File: src/rtl/encoder_pkg.sv
// -----------------------------------------------------------------------------
// encoder_pkg
//   Shared widths, index type and constants for the 8-to-3 priority encoder.
//   Optional feature macro used by the encoder files: ENC_ONEHOT_CHK_EN.
// -----------------------------------------------------------------------------
package encoder_pkg;

    localparam int ENC_IN_W  = 8;
    localparam int ENC_OUT_W = 3;

    typedef logic [ENC_OUT_W-1:0] enc_idx_t;

    // Index reported when no request line is high (indistinguishable from d0
    // without looking at valid).
    localparam enc_idx_t ENC_IDX_NONE = 3'b000;

endpackage : encoder_pkg

File: src/rtl/encoder_8_3_comb.sv
// -----------------------------------------------------------------------------
// encoder_8_3_comb
//   Purely combinational priority encoder: highest set bit of i_d wins.
//   Optional feature macro: ENC_ONEHOT_CHK_EN (adds o_multi).
// Ports
//   i_d     in  [7:0]  request vector, bit N = request line N
//   o_idx   out [2:0]  index of the highest set bit (ENC_IDX_NONE if none)
//   o_any   out 1      at least one bit of i_d is set
//   o_multi out 1      more than one bit set (only with ENC_ONEHOT_CHK_EN)
// -----------------------------------------------------------------------------
module encoder_8_3_comb
    import encoder_pkg::*;
(
    input  logic [ENC_IN_W-1:0] i_d,
    output enc_idx_t            o_idx,
    output logic                o_any
`ifdef ENC_ONEHOT_CHK_EN
    ,
    output logic                o_multi
`endif
);

    // Ascending scan: later (higher) set bits overwrite earlier ones, which
    // gives highest-index priority.
    always_comb begin
        o_idx = ENC_IDX_NONE;
        for (int i = 0; i < ENC_IN_W; i++) begin
            if (i_d[i]) begin
                o_idx = enc_idx_t'(i);
            end
        end
    end

    assign o_any = |i_d;

`ifdef ENC_ONEHOT_CHK_EN
    logic [ENC_IN_W-1:0] w_low_cleared;

    // Clearing the lowest set bit leaves something only if two or more bits
    // were set, i.e. popcount > 1.
    assign w_low_cleared = i_d & (i_d - {{(ENC_IN_W-1){1'b0}}, 1'b1});
    assign o_multi       = |w_low_cleared;
`endif

endmodule : encoder_8_3_comb

File: src/rtl/encoder_8_3.sv
// -----------------------------------------------------------------------------
// encoder_8_3
//   8-to-3 priority encoder with registered outputs (1-cycle latency).
//   Outputs update every cycle; there is no enable and no handshake.
//   Optional feature macro: ENC_ONEHOT_CHK_EN (adds err output).
// Ports
//   clk     in   1  rising-edge clock
//   rst_n   in   1  asynchronous active-low reset, clears all outputs
//   d0..d7  in   1  request lines, dN high selects index N (synchronous to clk)
//   a,b,c   out  1  registered index {a,b,c}, a = MSB
//   valid   out  1  registered "some request line was high"
//   err     out  1  registered "more than one line was high"
//                   (only with ENC_ONEHOT_CHK_EN)
// -----------------------------------------------------------------------------
module encoder_8_3
    import encoder_pkg::*;
(
    input  logic clk,
    input  logic rst_n,
    input  logic d0,
    input  logic d1,
    input  logic d2,
    input  logic d3,
    input  logic d4,
    input  logic d5,
    input  logic d6,
    input  logic d7,
    output logic a,
    output logic b,
    output logic c,
    output logic valid
`ifdef ENC_ONEHOT_CHK_EN
    ,
    output logic err
`endif
);

    logic [ENC_IN_W-1:0] w_d;
    enc_idx_t            w_idx;
    logic                w_any;

    enc_idx_t            r_idx;
    logic                r_valid;

    assign w_d = {d7, d6, d5, d4, d3, d2, d1, d0};

`ifdef ENC_ONEHOT_CHK_EN
    logic w_multi;
    logic r_err;

    encoder_8_3_comb u_comb (
        .i_d     (w_d),
        .o_idx   (w_idx),
        .o_any   (w_any),
        .o_multi (w_multi)
    );

    always_ff @(posedge clk or negedge rst_n) begin
        if (!rst_n) begin
            r_err <= 1'b0;
        end else begin
            r_err <= w_multi;
        end
    end

    assign err = r_err;
`else
    encoder_8_3_comb u_comb (
        .i_d   (w_d),
        .o_idx (w_idx),
        .o_any (w_any)
    );
`endif

    // No stale state: every edge with rst_n high reloads from the current
    // inputs, including the first edge after reset release.
    always_ff @(posedge clk or negedge rst_n) begin
        if (!rst_n) begin
            r_idx   <= ENC_IDX_NONE;
            r_valid <= 1'b0;
        end else begin
            r_idx   <= w_idx;
            r_valid <= w_any;
        end
    end

    assign a     = r_idx[2];
    assign b     = r_idx[1];
    assign c     = r_idx[0];
    assign valid = r_valid;

endmodule : encoder_8_3

File: config.mk
export PLATFORM = sky130hd
export DESIGN_NAME = encoder_8_3
export DESIGN_NICKNAME = d
export VERILOG_FILES = /design/src/rtl/encoder_pkg.sv /design/src/rtl/encoder_8_3_comb.sv /design/src/rtl/encoder_8_3.sv
export SDC_FILE = /design/constraint.sdc
export NUM_CORES = 1
export LEC_CHECK = 0
export BUFFER_PORTS_ARGS = -buffer_cell sky130_fd_sc_hd__buf_2
export CAP_MARGIN = 20
export CELL_PAD_IN_SITES_DETAIL_PLACEMENT = 0
export CELL_PAD_IN_SITES_GLOBAL_PLACEMENT = 1
export CORE_AREA = 2 2 39 41
export DETAILED_ROUTE_END_ITERATION = 6
export DIE_AREA = 0 0 41 43
export PLACE_DENSITY_LB_ADDON = 0.1
export SYNTH_ARGS = -nofsm -noshare
export SYNTH_HDL_FRONTEND = slang
export SYNTH_HIERARCHICAL = 1
export SYNTH_SLANG_ARGS = --single-unit
File: constraint.sdc
create_clock -name clk -period 0.8 [get_ports clk]
set_input_delay 0.12 -clock clk [delete_from_list [all_inputs] [get_ports clk]]
set_output_delay 0.12 -clock clk [all_outputs]
set_load 0.02 [all_outputs]
==> flow_summary_export.csv <==
group,metric,value,unit
floorplan,io_pins,14,
final_layout,stdcell_count,49,
cts,cts_setup_buffers,0,
cts,cts_tree,"yes",
cts,clk_path_buf_depth,2,
sta,final-max-slew-violation-count,0,
floorplan,core_area,1380,µm²
global_route,grt_max_degree,5,
sta,period_share,104,%
routing,dr.pass1.iters,1,
routing,routed_wl,408,µm
pwr,pwr-share-comb,16.0,%
floorplan,die-area,1760,µm²
run_status,status,"finished, violations left",
global_route,antenna_found_initial,0,
floorplan,die_h,43,µm
sta,worst_slew_pin_slew,0.220,ns
flow_run,cap_viol_max_count,0,
floorplan,rows,14,
placed_design,port_buffers,13,
worst_setup_path,cp_max_fo,1,
worst_setup_path,path_delay_family,"flip-flops",
cts,clkSinkCount,4,
cts,cts_buffers,3,
global_route,grt_pass1_vias,197,
worst_setup_path,cp_cell_sequence,"buf_6",
final_layout,final_common_cell,"buf_2",
cts,htreeDepth,1,
floorplan,die_w,41,µm
synthesis,netlist_area,166,µm²
routing,first_iter_violations,0,
routing,ant_nets,0,
final_layout,area.growth.synth_to_final,85.7,%
floorplan,start_util,12.0,%
worst_setup_path,cp-end-kind,"output port",
pwr,p_per_area,1740,nW/µm²
placed_design,gp_congestion,0.710,
pwr,pwr-share-seq,40.0,%
pwr,clkPwrFrac,44.0,%
synthesis,yosys_warnings,6,
routing,wl_per_cell,8.33,µm
pwr,p_int,421,µW
cts,root_buffer,"clkbuf_4",
global_route,grt_overflow,0,
synthesis,ys_seq_elements,4,
sta,slew_headroom,85.2,%
final_layout,final_cell_mix,"9 x buf_2, 4 x buf_6, 4 x dfrtp_1, 4 x nor2_1, 3 x clkbuf_4",
worst_setup_path,cp_data_arrival_time,0.72,ns
hold_path,hp-class,"in -> reg",
synthesis,ys_seq_area_share,60.2,%
sta,max_freq,1200,MHz
synthesis,synth_nets,26,
routing,vias_per_cell,3.55,
final_layout,drive_above_1_share,57.6,%
cts,path_clk_slew,0.03,ns
synthesis,synthCells,16,
run_status,violations,"negative setup slack",
sta,rsz0062_at_grt,"yes",
sta,tns,-0.141,ns
sta,fin_crit,0.836,ns
global_route,grt_usage,6.22,%
pwr,p_leak,0.000141,µW
final_layout,final_nets,45,
pwr,ir_drop,327,µV
pwr,p_sw,115,µW
worst_setup_path,crit_type,"reg -> out",
worst_setup_path,start_kind,"register",
synthesis,avgSynthCellArea,10.4,µm²
worst_setup_path,worstPathRequired,0.68,ns
final_layout,fin_util,22.3,%
global_route,grt_pass1_wl,690,µm
synthesis,ys_types,10,
sta,setup_violations,4,
final_layout,diodes,0,
routing,drcViolationCount,0,
routing,vias,174,
worst_setup_path,crit_slowest_cell,"dfrtp_1",
sta,setup_ws,-0.0358,ns
sta,hold_viol,0,
pwr,swShare,21.5,%
worst_setup_path,worst-path-buf-inv,1,
placed_design,dp.cells,45,
worst_setup_path,critPathMaxStageDelay,0.36,ns
==> path summary, 6_finish.rpt <==
check / from / cells past startpoint / to
setup / recovery: r_idx[2] / 1 / a
hold / removal: d7 / 3 / r_idx[0]
max in group asynchronous: rst_n / 2 / valid
min in group asynchronous: rst_n / 2 / r_idx[2]
==> cells by family after synthesis <==
| logic type | Yosys count | share of synthesized area, % |
|---|---|---|
| AOI/OAI and AO/OA | 4 | 20.3 |
| DFF | 4 | 60.2 |
| buffers and inverters | 2 | 4.51 |
| and+or+nand+nor | 6 | 15.0 |
==> power by group through the flow <==
stage / Combinational (µW) / Sequential, µW / Clock, µW
after floorplan: 19.2 / 226 / 0
after CTS: 87.5 / 215 / 254
after global routing: 97.2 / 215 / 265
after detailed placement: 74.5 / 215 / 0
final: 86.1 / 215 / 236
after global placement: 73.9 / 215 / 0
==> what timing repair did <==
item / in CTS / in global routing
hold endpoints to repair: 4 / 0
hold buffers: 1 / 0
gates resized for setup: 8 / 0
setup endpoints to repair: 4 / 4
==> metrics by stage <==
stage	worst slack [ns]	total power (µW)	cell area, µm²	hold slack, ns
finish	-0.0358	537	309	0.108
global route	-0.0600	577	309	0.111
CTS	-0.0505	556	309	0.0963
detailed placement	0.112	289	251	-0.0730
global placement	0.135	289	251	-0.0726
floorplan	0.264	245	166	-0.176
==> synthesized netlist by cell type (all sizes together) <==
| library cell | number | area, µm² |
|---|---|---|
| nand4 | 1 | 6.26 |
| dfrtp | 4 | 100 |
| nand2 | 1 | 3.75 |
| nor2 | 4 | 15.0 |
| inv | 2 | 7.50 |
| a21oi | 2 | 13.8 |
| o31ai | 2 | 20.0 |
==> state kept, by name, summed over array words and instances, names as in the netlist <==
signal  cells
r_idx       3
valid       1
==> final cells by class <==
type | instances | area, µm²
well taps | 16 | 20.0
inverters | 2 | 7.51
flip-flops and latches | 4 | 100
clock buffers | 3 | 22.5
fillers | 159 | 1070
repair buffers | 14 | 100
multi-input cells | 10 | 58.8
==> routing by layer <==
layer | global-route usage (%) | up-vias | part of all wire [%]
met5 | 0 | - | 0
met4 | 8.00 | 0 | 0
met3 | 1.57 | 0 | 15
met2 | 9.06 | 10 | 50
met1 | 5.79 | 76 | 36
li1 | - | 88 | -
No activity file was read; power rests on OpenSTA's default activity.
